### src/rtl/pong_text_render.sv
// Serialises a snapshot of the pong game state as an ASCII frame (cursor-home escape,
// HEIGHT rows of WIDTH pixels each ending CR LF) over a valid/ready byte stream.
module pong_text_render #(
  parameter int WIDTH       = 80,
  parameter int HEIGHT      = 40,
  parameter int PADDLE_SIZE = 6
) (
  input  logic       clk,
  input  logic       reset,
  input  logic       frame_start,
  input  logic [6:0] ball_x,
  input  logic [6:0] ball_y,
  input  logic [6:0] paddle1_y,
  input  logic [6:0] paddle2_y,
  output logic [7:0] tx_data,
  output logic       tx_valid,
  input  logic       tx_ready,
  output logic       busy,
  output logic       frame_done
);

  typedef enum logic [2:0] {IDLE, HOME, PIXEL, CR, LF} state_t;

  localparam logic [6:0] COL_LAST   = 7'(WIDTH - 1);
  localparam logic [6:0] ROW_LAST   = 7'(HEIGHT - 1);
  localparam logic [7:0] PADDLE_EXT = 8'(PADDLE_SIZE - 1);

  state_t     state, state_next;
  logic [1:0] hcnt;
  logic [6:0] col, row;
  logic [6:0] snap_ball_x, snap_ball_y, snap_paddle1_y, snap_paddle2_y;
  logic       xfer;
  logic       ball_hit, left_hit, right_hit;
  logic [7:0] row_ext, paddle1_end, paddle2_end;
  logic [7:0] pixel_byte;

  // Every non-idle state presents a byte, so valid never looks at ready.
  assign tx_valid = (state != IDLE);
  assign busy     = (state != IDLE);
  assign xfer     = tx_valid & tx_ready;

  // Paddle bounds are widened to 8 bits so a paddle near row 127 cannot wrap.
  assign row_ext     = {1'b0, row};
  assign paddle1_end = {1'b0, snap_paddle1_y} + PADDLE_EXT;
  assign paddle2_end = {1'b0, snap_paddle2_y} + PADDLE_EXT;
  assign ball_hit    = (col == snap_ball_x) && (row == snap_ball_y);
  assign left_hit    = (col == 7'd0) && (row_ext >= {1'b0, snap_paddle1_y}) &&
                       (row_ext <= paddle1_end);
  assign right_hit   = (col == COL_LAST) && (row_ext >= {1'b0, snap_paddle2_y}) &&
                       (row_ext <= paddle2_end);

  always_comb begin
    pixel_byte = 8'h20;
    if (ball_hit)
      pixel_byte = 8'h4F;
    else if (left_hit || right_hit)
      pixel_byte = 8'h7C;
  end

  always_ff @(posedge clk) begin
    if (reset) begin
      state          <= IDLE;
      hcnt           <= '0;
      col            <= '0;
      row            <= '0;
      snap_ball_x    <= '0;
      snap_ball_y    <= '0;
      snap_paddle1_y <= '0;
      snap_paddle2_y <= '0;
      frame_done     <= 1'b0;
    end else begin
      state      <= state_next;
      frame_done <= 1'b0;
      case (state)
        IDLE: begin
          if (frame_start) begin
            snap_ball_x    <= ball_x;
            snap_ball_y    <= ball_y;
            snap_paddle1_y <= paddle1_y;
            snap_paddle2_y <= paddle2_y;
            hcnt           <= '0;
            col            <= '0;
            row            <= '0;
          end
        end
        HOME: begin
          if (xfer) hcnt <= hcnt + 2'd1;
        end
        PIXEL: begin
          if (xfer) col <= (col == COL_LAST) ? 7'd0 : col + 7'd1;
        end
        LF: begin
          if (xfer) begin
            if (row == ROW_LAST) frame_done <= 1'b1;
            else                 row        <= row + 7'd1;
          end
        end
        default: ;
      endcase
    end
  end

  always_comb begin
    state_next = state;
    tx_data    = 8'h00;
    case (state)
      IDLE: begin
        if (frame_start) state_next = HOME;
      end
      HOME: begin
        case (hcnt)
          2'd0:    tx_data = 8'h1B;
          2'd1:    tx_data = 8'h5B;
          2'd2:    tx_data = 8'h48;
          default: tx_data = 8'h00;
        endcase
        if (xfer && hcnt == 2'd2) state_next = PIXEL;
      end
      PIXEL: begin
        tx_data = pixel_byte;
        if (xfer && col == COL_LAST) state_next = CR;
      end
      CR: begin
        tx_data = 8'h0D;
        if (xfer) state_next = LF;
      end
      LF: begin
        tx_data = 8'h0A;
        if (xfer) state_next = (row == ROW_LAST) ? IDLE : PIXEL;
      end
      default: state_next = IDLE;
    endcase
  end

endmodule

### config.mk
export PLATFORM = sky130hd
export DESIGN_NAME = pong_text_render
export DESIGN_NICKNAME = d
export VERILOG_FILES = /design/src/rtl/pong_text_render.sv
export SDC_FILE = /design/constraint.sdc
export NUM_CORES = 1
export LEC_CHECK = 0
export CORE_ASPECT_RATIO = 0.75
export CORE_MARGIN = 2
export CORE_UTILIZATION = 65
export CTS_BUF_LIST = sky130_fd_sc_hd__clkbuf_16
export DETAILED_ROUTE_END_ITERATION = 10
export DONT_BUFFER_PORTS = 1
export PLACE_DENSITY = 0.87
export SLEW_MARGIN = 20
export SYNTH_ARGS = -nofsm -noshare
export SYNTH_HDL_FRONTEND = slang
export SYNTH_SLANG_ARGS = --single-unit
export TNS_END_PERCENT = 20
### constraint.sdc
create_clock -name clk -period 4.3 [get_ports clk]
set_input_delay 0.645 -clock clk [delete_from_list [all_inputs] [get_ports clk]]
set_output_delay 0.645 -clock clk [all_outputs]
set_load 0.02 [all_outputs]
== Yosys cells after proc, flatten, opt, wreduce, memory -nomap -nowiden ==
Index checks and enable logic that the tools add are counted.

* $add $sub $neg: 5
* $mul: 0
* Divide/modulo/power cells: 0
* $lt $le $gt $ge: 4
* Equal/unequal tests: 18
* Shifts and indexed selects: 0
* Muxes and demuxes: 22
* Bitwise logic cells: 3
* Reductions and logical operators: 21

{| class="wikitable"
|+ Operator list
! cell !! count
|-
| 2-to-1 mux 7 bit || 7
|-
| one-hot mux 8 bit (4 select lines) || 1
|-
| one-hot mux 7 bit (2 select lines) || 2
|-
| one-hot mux 7 bit (3 select lines) || 1
|-
| adder 7 x 3 -> 8 bit, second input constant || 2
|-
| less-or-equal comparator 7 x 8 -> 1 bit || 2
|-
| inequality test 2 bit, second input constant || 8
|-
| 2-to-1 mux 3 bit || 5
|-
| one-hot mux 3 bit (5 select lines) || 1
|-
| adder 7 x 1 -> 7 bit, second input constant || 2
|-
| == test 7 bit || 2
|-
| >= comparator 7 bit || 2
|-
| == test 7 x 6 -> 1 bit, second input constant || 1
|-
| == test 7 bit, second input constant || 1
|-
| logical AND 1 bit || 7
|-
| logical NOT 7 bit || 1
|-
| == test 3 x 2 -> 1 bit, second input constant || 2
|-
| 2-to-1 mux 2 bit || 3
|-
| AND reduction 3 bit || 2
|-
| nonzero test 2 bit || 3
|-
| AND reduction 5 bit || 1
|-
| one-hot mux 2 bit (2 select lines) || 1
|-
| AND reduction 4 bit || 1
|-
| == test 3 x 1 -> 1 bit, second input constant || 1
|-
| 13 further kinds || 14
|}

* Flip-flop bits (word level): 48
* Latch bits: 0
* RAM bits: 0
* ROM bits: 0
* Word-level logic and storage cells: 82
* Memories kept: 0

== Depth between registers and ports, before layout ==
Gate-level depths: netlist of the first run.

* Word-level depth: 7
* Mapped depth: 10
* Depth with buffers taken out: 10

== Least setup slack after synthesis of the first run ==
Ideal clock, no wire load.

* Kind: register -> output
* Start: reg snap_paddle2_y[2]
* End: out tx_data[6]
* Arrival: 2.425 ns
* Data required time: 3.655 ns
* Setup slack: 1.230 ns
* Stages on the path, launching flop included: 11
* Buffers on the path: 0
* Cell sequence: dfxtp_1 > a21oi_1 > nor2_1 > xnor2_1 > ha_1 > a21o_1 > a21oi_1 > o211ai_1 > a211oi_1 > nor3b_1 > o31ai_1

* Cells in the longest elaborated chain, start to end: 7
* Elaborated cells on any way between the ends: 9

{| class="wikitable"
|+ RTL lines
! item !! RTL line !! RTL
|-
| from (decl) || 31 || <nowiki>logic [6:0] snap_ball_x, snap_ball_y, snap_paddle1_y, snap_paddle2_y;</nowiki>
|-
| from (signal assigned) || 80 || <nowiki>snap_paddle2_y <= paddle2_y;</nowiki>
|-
| adder 7 x 3 -> 8 bit or >= comparator 7 bit (tied branches) || 45, 49 ||
|-
| less-or-equal comparator 7 x 8 -> 1 bit or logical AND 1 bit (tied branches) || 50, 49 ||
|-
| logical AND 1 bit * || 49 || <nowiki>assign right_hit = (col == COL_LAST) && (row_ext >= {1'b0, snap_paddle2_y}) &&</nowiki>
|-
| logical OR 1 bit * || 56 || <nowiki>else if (left_hit || right_hit)</nowiki>
|-
| 2-to-1 mux 7 bit * || 56 ||
|-
| 2-to-1 mux 7 bit * || 54 || <nowiki>if (ball_hit)</nowiki>
|-
| one-hot mux 8 bit (4 select lines) * || 106 || <nowiki>case (state)</nowiki>
|-
| to (decl) || 15 || <nowiki>output logic [7:0] tx_data,</nowiki>
|}

Mark *: on every way between the ends. The rest lies on a longest branch, timed or not.

== Worst setup path after layout of the first run ==
Ends and elaborated chain as after synthesis.

==> reports/results.ini, run 1 <==
[worst_setup_path]
rrSetupSlack_ns = 2.06
r2r_end = row[5]$_SDFFE_PP0P_
crit_path_frequent_cell = a21oi_1
max_stage_delay_ns = 0.63
cp-start-kind = register
crit_slowest_cell = o31ai_1
path_cells = a21oi_1 > nor2_1 > xnor2_1 > ha_1 > a21o_1 > a21oi_1 > o211ai_1 > a211oi_1 > nor3b_1 > o31ai_1
crit_arrival_ns = 3.22
crit_required_ns = 3.65
startpoint = snap_paddle2_y[2]$_SDFFE_PP0P_
worst-setup-path-type = reg2out
rr_startpoint = state[0]$_SDFFE_PP0P_
critPathMaxFanout = 6
end_kind = output pin
r2r.worst_path.cells = 6

[power_and_ir_drop]
power.leakage_nw = 1.37
ir_worst_vdd_mv = 0.227
p_per_area_nw_per_um2 = 314
power_mw = 1.03

[final_layout]
mostFrequentLayoutCells = nand2_1, a21oi_1, dfxtp_1
final_area_um2 = 3270
drive_above_1_share = 0.0354
layout_commonest_cell = nand2_1
diodes = 0
fin_util = 0.720
layoutNonFillerInstCount = 452
areaGrowthSynthToFinish_pct = 4.60
final_nets = 463

[logic_synthesis]
syn_inst = 403
synth_edf_count = 0
syn_nets = 472
syn_area_um2 = 3130
synth-seq-area-share = 0.307
synth-main-ff-cell = dfxtp_1
avgSynthCellArea_um2 = 7.76
synthArstFlopShare = 0
synth.distinct_cells = 44
synth-seq-cells = 48
yosysWarnings = 0

[sta]
skew_ns = 0.00626
layout_setup_ws_ns = 0.437
hold_slack_ns = 0.420
drv_slew = 0
relSlewSlack = 0.501
hold_violations = 0
fin_setup_tns_ns = 0
rsz0062_at_grt = false
worstMarginPinSlew_ns = 0.743
setup_viol = 0
max_freq_ghz = 0.259
min_period_ns = 3.86
finalCritPeriodShare = 0.898

[placement]
routabilityCongestion = 0.893
post-dp-hpwl_mm = 5.00
pre_cts_slack_ns = 0.812
io_buffers = 0
dp.cells = 444
placed_area_um2 = 3120

[grt]
globalRoute.totalOverflow = 0
grt_max_degree = 40
antenna_found_initial = 0
grt_pass1_wl_mm = 11.9
grt_pass1_vias = 2546
grt_use_total = 0.278

[hold_path]
min_from = reset
holdPathEnd = snap_ball_x[6]$_SDFFE_PP0P_
min_path_cells = 1
hold_class = in2reg

[clock_network]
ctsResizeCount = 0
cts_setup_buffers = 0
holdBufCountCts = 0
cts_num_sinks = 48
clk_path_buf_depth = 2
clk_pin_slew_ns = 0.06
cts_tree = done
clk_latency_ns = 0.29
cts_buffers = 5
htreeDepth = 2
cts-root-buf = clkbuf_16

[die]
core_um2 = 4550
die_y_um = 64.1
dieArea_um2 = 5390
die_x_um = 84.1
initial_utilization = 0.688
num_io_pins = 43
row_count = 21

[drt]
drcViolationCount = 0
drtAntennaViolNets = 0
dr_total_vias = 2781
via_per_inst = 6.15
drt_iter0_markers = 254
wire_per_inst_um = 15.9
first_pass_iters = 5
wirelength_mm = 7.20

[outcome]
status = finished clean

[job]
max_cap_violations = 0

==> worst max-delay path, delay by kind of cell (launching register included) <==
family	cells	cell delay, ns
compound gates	6	1.90
flops	1	0.37
fa+ha+maj	1	0.30
simple gates	2	0.21
xor+xnor	1	0.14
==> routing by layer <==
metal  GRT usage  wire, µm
met3      0.0556       598
met5           0         0
met1       0.363      3130
met2       0.461      3330
met4      0.0948       135
==> cell usage after synthesis (6+ instances only) <==
master    instances  share of area
xnor2_1          13          0.036
nand2_1          77          0.092
inv_1            25          0.030
o21ai_0          14          0.022
nand4_1           6          0.012
nor3b_1           6          0.014
clkbuf_1          8         0.0096
dfxtp_1          48           0.31
nand3_1           8          0.013
nand2b_1          6          0.012
ha_1             37           0.15
xor2_1           21          0.059
a21oi_1          48          0.077
nor2_1           31          0.037
==> power breakdown <==
| group | internal [mW] | total [mW] | switching (mW) |
|---|---|---|---|
| registers | 0.464 | 0.487 | 0.0221 |
| clock network | 0.215 | 0.385 | 0.171 |
| logic | 0.0599 | 0.156 | 0.0960 |
| total | 0.739 | 1.03 | 0.289 |
==> sequential cells by signal, indices dropped and copies added (netlist names) <==
| name | cells |
|---|---|
| col | 7 |
| frame_done | 1 |
| hcnt | 2 |
| row | 7 |
| snap_ball_x | 7 |
| snap_ball_y | 7 |
| snap_paddle1_y | 7 |
| snap_paddle2_y | 7 |
| state | 3 |
==> how the worst max path moves through the flow <==
stage	end	depth (start not counted)
2_1_floorplan	tx_data[6]	10
3_3_place_gp	tx_data[6]	10
3_5_place_dp	tx_data[6]	10
4_1_cts	tx_data[6]	10
5_1_grt	tx_data[6]	10
6_report	tx_data[6]	10
==> cell families after synthesis <==
kind of cell,Yosys count,synth area share
DFF,48,0.307
buffers and inverters,42,0.0572
AOI/OAI and AO/OA,82,0.153
xor gates and xnor gates,34,0.0952
other,1,0.00120
and+or+nand+nor,159,0.238
adders and majority gates,37,0.148
==> final cells by class <==
type / count / area (µm²)
well taps: 57 / 71.3
repair buffers: 1 / 7.51
flip-flops and latches: 48 / 961
fillers: 372 / 1270
clock buffers: 5 / 125
inverters: 25 / 93.8
clock inverters: 3 / 17.5
multi-input cells: 313 / 2000
(Power assumes the default switching activity.)
==> run 2: changes to the inputs <==
--- a/config.mk
+++ b/config.mk
@@ -7,11 +7,12 @@
 export LEC_CHECK = 0
 export CORE_ASPECT_RATIO = 0.75
 export CORE_MARGIN = 2
-export CORE_UTILIZATION = 65
+export CORE_UTILIZATION = 58
 export CTS_BUF_LIST = sky130_fd_sc_hd__clkbuf_16
+export CTS_CLUSTER_SIZE = 24
 export DETAILED_ROUTE_END_ITERATION = 10
 export DONT_BUFFER_PORTS = 1
-export PLACE_DENSITY = 0.87
+export PLACE_DENSITY = 0.82
 export SLEW_MARGIN = 20
 export SYNTH_ARGS = -nofsm -noshare
 export SYNTH_HDL_FRONTEND = slang
==> constraint.sdc (replaced) <==
create_clock -name clk -period 3.1 [get_ports clk]
set_input_delay 0.465 -clock clk [delete_from_list [all_inputs] [get_ports clk]]
set_output_delay 0.465 -clock clk [all_outputs]
set_load 0.02 [all_outputs]
==> run 2 against run 1 <==
  * The flow now finishes with violations (setup timing)
  * Register-to-register slack lost 1.2 ns
  * Utilization shrank 6.6 points
  * Power grew 38%
  * Critical endpoint unchanged
  * Sequential share of layout area shrank 1.1 points
==> reports/results.ini, run 2 (synthesis results as in run 1) <==
[placement]
io_buffers = 0
routabilityCongestion = 0.851
post-dp-hpwl_mm = 5.13

[drt]
drt_iter0_markers = 152
wire_per_inst_um = 14.6
wirelength_mm = 6.99
drcViolationCount = 0
dr_total_vias = 2685
first_pass_iters = 4
drtAntennaViolNets = 0
via_per_inst = 5.59

[sta]
layout_setup_ws_ns = -0.0302
max_freq_ghz = 0.319
finalCritPeriodShare = 1.01
min_period_ns = 3.13
drv_slew = 0
rsz0062_at_grt = true
hold_violations = 0
fin_setup_tns_ns = -0.0302
worstMarginPinSlew_ns = 0.556
relSlewSlack = 0.629
setup_viol = 1
skew_ns = 0.00755

[worst_setup_path]
r2r.worst_path.cells = 6
cp-start-kind = register
critPathMaxFanout = 4
rr_startpoint = state[0]$_SDFFE_PP0P_
crit_arrival_ns = 2.67
worst-setup-path-type = reg2out
end_kind = output pin
startpoint = snap_paddle2_y[1]$_SDFFE_PP0P_
crit_required_ns = 2.63

[final_layout]
drive_above_1_share = 0.104
diodes = 0
areaGrowthSynthToFinish_pct = 10.1
fin_util = 0.654
final_nets = 474
layout_commonest_cell = nand2_1
mostFrequentLayoutCells = nand2_1, a21oi_1, dfxtp_1

[grt]
antenna_found_initial = 0
grtUsageMet1 = 0.335
grt.met3_usage = 0.0355
globalRoute.totalOverflow = 0
met2_usage = 0.396
grt_pass1_vias = 2435
grt_pass1_wl_mm = 11.3
busiest_layer = met2
grt_use_total = 0.243
grt_max_degree = 40

[clock_network]
clk_path_buf_depth = 2
cts-root-buf = clkbuf_16
htreeDepth = 2
cts_buffers = 5
cts_tree = done
clk_pin_slew_ns = 0.07
cts_setup_buffers = 0
cts_num_sinks = 48
clk_latency_ns = 0.29

[die]
die_x_um = 88.8
core_um2 = 5270
num_io_pins = 43
row_count = 23
die_y_um = 67.6
initial_utilization = 0.594
dieArea_um2 = 6000

[hold_path]
min_path_cells = 1
min_from = reset
hold_class = in2reg

[power_and_ir_drop]
ir_worst_vdd_mv = 0.282
power.leakage_nw = 1.43
p_per_area_nw_per_um2 = 412

[outcome]
status = finished with violations
violations = setup timing

[job]
max_cap_violations = 0

## run 2: path summary, 6_finish.rpt
kind | end | slack [ns]
min | snap_ball_y[0]$_SDFFE_PP0P_ | 0.24
min reg2reg | snap_paddle1_y[6]$_SDFFE_PP0P_ | 0.45
max | tx_data[6] | -0.03
max reg2reg | row[5]$_SDFFE_PP0P_ | 0.89
## run 2: metal layers
layer	routed length, µm	share of wire	up-vias
met4	76	0.011	0
met3	324	0.046	7
met5	0	0	-
li1	-	-	1375
met1	3300	0.47	1238
met2	3280	0.47	65
## run 2: critical path, stage by stage, from the launching register on
cell and delay (ns):
dfxtp_2 0.36, a21oi_4 0.17, nor2_1 0.06, xnor2_1 0.17, ha_1 0.27, a21o_1 0.19, a21oi_2 0.17, o211ai_1 0.14
a211oi_2 0.23, buf_4 0.17, nor3b_1 0.04, o31ai_1 0.21, buf_4 0.19
## run 2: power by group
part           switching, mW  leakage, nW  internal [mW]
Clock                  0.220       0.0709          0.290
Sequential            0.0343        0.395          0.646
Combinational          0.132        0.963         0.0948
## run 2: repair_timing
item | in CTS | in global routing
hold buffers | 0 | 0
endpoints found under the setup margin | 4 | 4
cloned | 0 | 0
resized for setup | 18 | 5
pin swaps | 4 | 0
## run 2: layout make-up
| type | count | area, µm² |
|---|---|---|
| flip-flops and latches | 48 | 973 |
| fillers | 451 | 1820 |
| multi-input cells | 313 | 2060 |
| well taps | 75 | 93.8 |
| clock buffers | 5 | 125 |
| repair buffers | 12 | 90.1 |
| clock inverters | 2 | 8.76 |
| inverters | 25 | 93.8 |
## run 2: per-stage QoR
step	std cells	hold slack [ns]	setup WS, ns	power (mW)	area [µm²]
6_report	480	0.240	-0.0302	1.42	3440
5_1_grt	480	0.229	-0.185	1.49	3440
4_1_cts	480	0.232	0.000145	1.42	3430
3_5_place_dp	473	0.448	0.0849	0.906	3230
3_3_place_gp	473	0.439	0.175	0.897	3230
2_1_floorplan	403	0.436	0.210	0.862	3130
==> run 3: changes to the inputs <==
--- a/config.mk
+++ b/config.mk
@@ -5,13 +5,13 @@
 export SDC_FILE = /design/constraint.sdc
 export NUM_CORES = 1
 export LEC_CHECK = 0
-export CORE_ASPECT_RATIO = 0.75
 export CORE_MARGIN = 2
 export CORE_UTILIZATION = 58
 export CTS_BUF_LIST = sky130_fd_sc_hd__clkbuf_16
 export CTS_CLUSTER_SIZE = 24
 export DETAILED_ROUTE_END_ITERATION = 10
 export DONT_BUFFER_PORTS = 1
+export HOLD_SLACK_MARGIN = 0.02
 export PLACE_DENSITY = 0.82
 export SLEW_MARGIN = 20
 export SYNTH_ARGS = -nofsm -noshare
==> run 3 against run 2 <==
  * The flow still finishes with violations (setup timing)
  * Utilization rose by 2.9 points
  * Critical path depth did not move
  * Sequential share of layout area fell by 0.27 points
  * Via count rose by 1.6%
  * Register-to-register slack got worse by 0.09 ns
  * Sequential cell count did not move
  * Die area fell by 0.11%
  * Critical endpoint is now tx_data[3]
  * Largest cell class unchanged
  * Largest power group unchanged
  * Highest routed layer unchanged
==> reports/results.ini, run 3 (synthesis results as in run 1) <==
[sta]
worstMarginPinSlew_ns = 0.577
finalCritPeriodShare = 1.03
relSlewSlack = 0.615
min_period_ns = 3.20
rsz0062_at_grt = true
hold_violations = 0
max_freq_ghz = 0.313
skew_ns = 0.00557
drv_slew = 0
setup_viol = 3
layout_setup_ws_ns = -0.0952

[placement]
post-dp-hpwl_mm = 4.97
io_buffers = 0
placed_area_um2 = 3190
routabilityCongestion = 0.876

[final_layout]
final_area_um2 = 3510
mostFrequentLayoutCells = nand2_1, a21oi_1, dfxtp_1
drive_above_1_share = 0.121
fin_util = 0.683
areaGrowthSynthToFinish_pct = 12.3
layout_commonest_cell = nand2_1
final_nets = 473
diodes = 0

[clock_network]
cts_buffers = 5
cts-root-buf = clkbuf_16
cts_num_sinks = 48
clk_path_buf_depth = 2
clk_latency_ns = 0.29
htreeDepth = 2
cts_tree = done
clk_pin_slew_ns = 0.07

[power_and_ir_drop]
power.leakage_nw = 1.45
p_per_area_nw_per_um2 = 436
ir_worst_vdd_mv = 0.270

[hold_path]
hold_class = in2reg
min_path_cells = 1
holdPathEnd = snap_paddle1_y[3]$_SDFFE_PP0P_
min_from = reset

[drt]
wire_per_inst_um = 15.1
drt_iter0_markers = 155
dr_total_vias = 2728
via_per_inst = 5.74
drtAntennaViolNets = 0
drcViolationCount = 0
wirelength_mm = 7.19
first_pass_iters = 4

[worst_setup_path]
critPathMaxFanout = 5
crit_path_frequent_cell = buf_4
r2r.worst_path.cells = 6
cp-start-kind = register
rr_startpoint = state[0]$_SDFFE_PP0P_
crit_required_ns = 2.63
crit_arrival_ns = 2.73
r2r_end = row[6]$_SDFFE_PP0P_
end_kind = output pin
rrSetupSlack_ns = 0.80
crit_slowest_cell = dfxtp_2
worst-setup-path-type = reg2out
path_cells = nand2_1 > nor2_2 > xnor2_2 > ha_1 > a21o_1 > a21oi_2 > o211ai_1 > a211oi_2 > buf_4 > nor3b_2 > o21ai_0 > buf_4
max_stage_delay_ns = 0.39

[grt]
grt_use_total = 0.240
grt_pass1_wl_mm = 11.7
grt_pass1_vias = 2630
antenna_found_initial = 0
grt_max_degree = 40
globalRoute.totalOverflow = 0

[job]
max_cap_violations = 0

[die]
dieArea_um2 = 6000
die_y_um = 77.4
num_io_pins = 43
die_x_um = 77.4
initial_utilization = 0.609
row_count = 26
core_um2 = 5140

[outcome]
violations = setup timing
status = finished with violations

## run 3: cell count changes in the layout (fill, tap and decap cells not counted), moves of 2 or more
cell,previous run,this run
xnor2_1,13,11
dfxtp_4,1,4
dfxtp_1,40,38
xnor2_2,0,2
## run 3: how the worst max path moves through the flow
stage                                        start    endpoint  slack (ns)  cells after the start
finish              snap_paddle2_y[3]$_SDFFE_PP0P_  tx_data[3]        -0.1                     12
global route        snap_paddle2_y[3]$_SDFFE_PP0P_  tx_data[6]       -0.27                     11
global placement    snap_paddle1_y[0]$_SDFFE_PP0P_  tx_data[3]        0.16                     11
detailed placement  snap_paddle2_y[0]$_SDFFE_PP0P_  tx_data[6]        0.10                     11
floorplan           snap_paddle2_y[2]$_SDFFE_PP0P_  tx_data[6]        0.21                     10
CTS                 snap_paddle2_y[0]$_SDFFE_PP0P_  tx_data[6]      -0.009                     11
## run 3: power breakdown
| group | switching [mW] | total [mW] | internal, mW |
|---|---|---|---|
| Clock | 0.236 | 0.615 | 0.379 |
| Sequential | 0.0350 | 0.680 | 0.644 |
| Combinational | 0.137 | 0.235 | 0.0982 |
## run 3: layer usage
| layer | vias to the layer above | GRT usage | part of all wire |
|---|---|---|---|
| met5 | - | 0 | 0 |
| met4 | 0 | 0.0821 | 0.024 |
| met3 | 19 | 0.0500 | 0.048 |
| met2 | 73 | 0.418 | 0.49 |
| met1 | 1262 | 0.293 | 0.43 |
| li1 | 1374 | - | - |
## run 3: layout make-up
class,count,area [µm²]
clock buffer,5,125
inverter,25,93.8
tap,70,87.6
clock inverter,3,42.5
multi-input combinational,313,2100
fill,436,1630
timing repair buffer,11,82.6
sequential,48,983
## run 3: timing repair
action                                  4_1_cts  5_1_grt
cloned                                        0        0
hold buffers                                  0        0
gates resized for setup                      24       10
pin swaps                                     5       13
setup buffers                                 0        3
endpoints found under the setup margin        4        4
## run 3: metrics by stage
| step | worst slack, ns | TNS, ns | instances | hold slack, ns | total power [mW] |
|---|---|---|---|---|---|
| global placement | 0.163 | 0 | 464 | 0.438 | 0.897 |
| detailed placement | 0.101 | 0 | 464 | 0.448 | 0.905 |
| finish | -0.0952 | -0.239 | 475 | 0.235 | 1.53 |
| global route | -0.270 | -0.847 | 475 | 0.227 | 1.59 |
| floorplan | 0.210 | 0 | 403 | 0.436 | 0.862 |
| CTS | -0.00927 | -0.00927 | 472 | 0.231 | 1.53 |
## run 3: worst max-delay path: cells and delay by family (launching register included)
| kind | cells | cell delay, ns |
|---|---|---|
| AO/OA/AOI/OAI | 5 | 0.96 |
| XOR/XNOR | 1 | 0.10 |
| flip-flops | 1 | 0.39 |
| adder cells (fa/ha/maj) | 1 | 0.32 |
| AND/OR/NAND/NOR | 3 | 0.34 |
| buffers and inverters | 2 | 0.34 |
==> RTL edit, RTL diff (flow settings as in run 1) <==
Make the reset (`reset`) asynchronous in one clocked block.
--- a/src/rtl/pong_text_render.sv
+++ b/src/rtl/pong_text_render.sv
@@ -57,7 +57,7 @@
       pixel_byte = 8'h7C;
   end
 
-  always_ff @(posedge clk) begin
+  always_ff @(posedge clk or posedge reset) begin
     if (reset) begin
       state          <= IDLE;
       hcnt           <= '0;
Check against the original RTL: differs if reset is asserted again (counterexample within 4 cycles, from zero or initial values and one cycle with reset high); with reset held inactive, the same outputs for 10 cycles.
==> RTL edit against run 1 <==
  * Setup slack improved by 0.046 ns
  * Critical endpoint is now tx_data[3]
  * Synthesized area rose by 3.8%
  * Routed wire length fell by 3.2%
  * Register-to-register slack improved by 0.10 ns
  * Hold slack got worse by 0.038 ns
  * Cell area rose by 3.9%
  * Via count fell by 6.6%
  * Critical path depth did not move
  * Die area rose by 3.6%
  * Sequential cell count did not move
Power is not compared: it rests on default switching activity, and its combinational part moved more than twofold at a synthesized area within 25%.
==> RTL edit: results (changes against run 1) <==
fillers: 396  # +6.5%
grt_pass1_wl_mm: 11.9  # -0.34%
wl_met2_mm: 3.16  # -5.1%
status: "finished clean"
nMultiInputCombCells: 291  # -7.0%
cp_slowest_stage_delay_ns: 0.49  # -0.14 ns
die_w_um: 85.6  # +1.8%
layout-drive-gt1-share_pct: 4.55  # +1.0 points
synth_compound_area_share_pct: 12.4  # -2.9 points
grtUsageMet1_pct: 38.6  # +2.3 points
grt.total_usage_pct: 26.9  # -0.85 points
syn-num-nets: 448  # -5.1%
grt_pass1_vias: 2506  # -1.6%
clock_skew_ns: 0.00328  # -0.00298 ns
hp-class: "primary input to async pin"
dr.pass1.iters: 4  # -1
clk_share_pct: 4.38  # +0.022 points
routed_wl_mm: 6.97  # -3.2%
multi_input_area_share_pct: 54.9  # -6.1 points
place_hpwl_mm: 5.09  # +1.9%
wl_met3_um: 405  # -32%
slowest_stage: "nor4_1"
r2r_slack_ns: 2.16  # +0.10 ns
synth_xor_area_share_pct: 8.63  # -0.89 points
r2r-start: "row[1]$_DFFE_PP0P_"
met3_usage_pct: 4.65  # -0.91 points
rr_endpoint: "row[6]$_DFFE_PP0P_"
arrival_ns: 3.17  # -0.05 ns
synth_mux_area_share_pct: 0.308  # +0.31 points
place_area_sq_um: 3250  # +3.9%
yosys_most_used_dff: "dfrtp_1"
max_slew_margin_pct: 42.2  # -7.9 points
ys_seq_area_share_pct: 37.0  # +6.3 points
seq_share_pct: 35.3  # +6.0 points
critPathMaxFanout: 4  # -2
yosysUniqueCellTypes: 47  # +6.8%
## RTL edit: logic make-up (layout without fill, tap and decap cells)
logic type,Yosys count,after routing
buf+inv,40,35
other cells,1,1
simple gates,154,154
mux,1,1
flops,48,48
xor+xnor,32,32
compound gates,66,66
fa+ha+maj,37,37
## RTL edit: worst max-delay path: cells and delay by family, from the launching register on
family                     cells  cell delay (ns)
adders and majority gates      2             0.58
AOI/OAI and AO/OA              4             1.09
and+or+nand+nor                3             0.70
DFF                            1             0.41
xor gates and xnor gates       1             0.10
## RTL edit: power groups by stage
stage | clock [uW] | combinational (uW) | sequential (uW)
3_5_place_dp | 0 | 995 | 768
4_1_cts | 399 | 1010 | 761
3_3_place_gp | 0 | 948 | 756
2_1_floorplan | 0 | 853 | 714
6_report | 397 | 1010 | 764
5_1_grt | 417 | 1150 | 789
## RTL edit: per-stage QoR
step	util, %	std cells	worst slack (ns)
after floorplan	-	379	1.23
after global placement	67.0	426	1.02
after detailed placement	67.0	426	0.904
after CTS	70.1	434	0.567
after global routing	70.1	434	0.326
final	70.1	434	0.483
## RTL edit: how the worst max path moves through the flow
stage                             to  cells past startpoint                           from
after floorplan           tx_data[4]                     10  snap_paddle2_y[2]$_DFFE_PP0P_
after CTS                 tx_data[3]                     10  snap_paddle1_y[0]$_DFFE_PP0P_
final                     tx_data[3]                     10  snap_paddle1_y[0]$_DFFE_PP0P_
after global routing      tx_data[3]                     10  snap_paddle1_y[0]$_DFFE_PP0P_
after detailed placement  tx_data[3]                     10  snap_paddle1_y[0]$_DFFE_PP0P_
after global placement    tx_data[3]                     10  snap_paddle1_y[0]$_DFFE_PP0P_
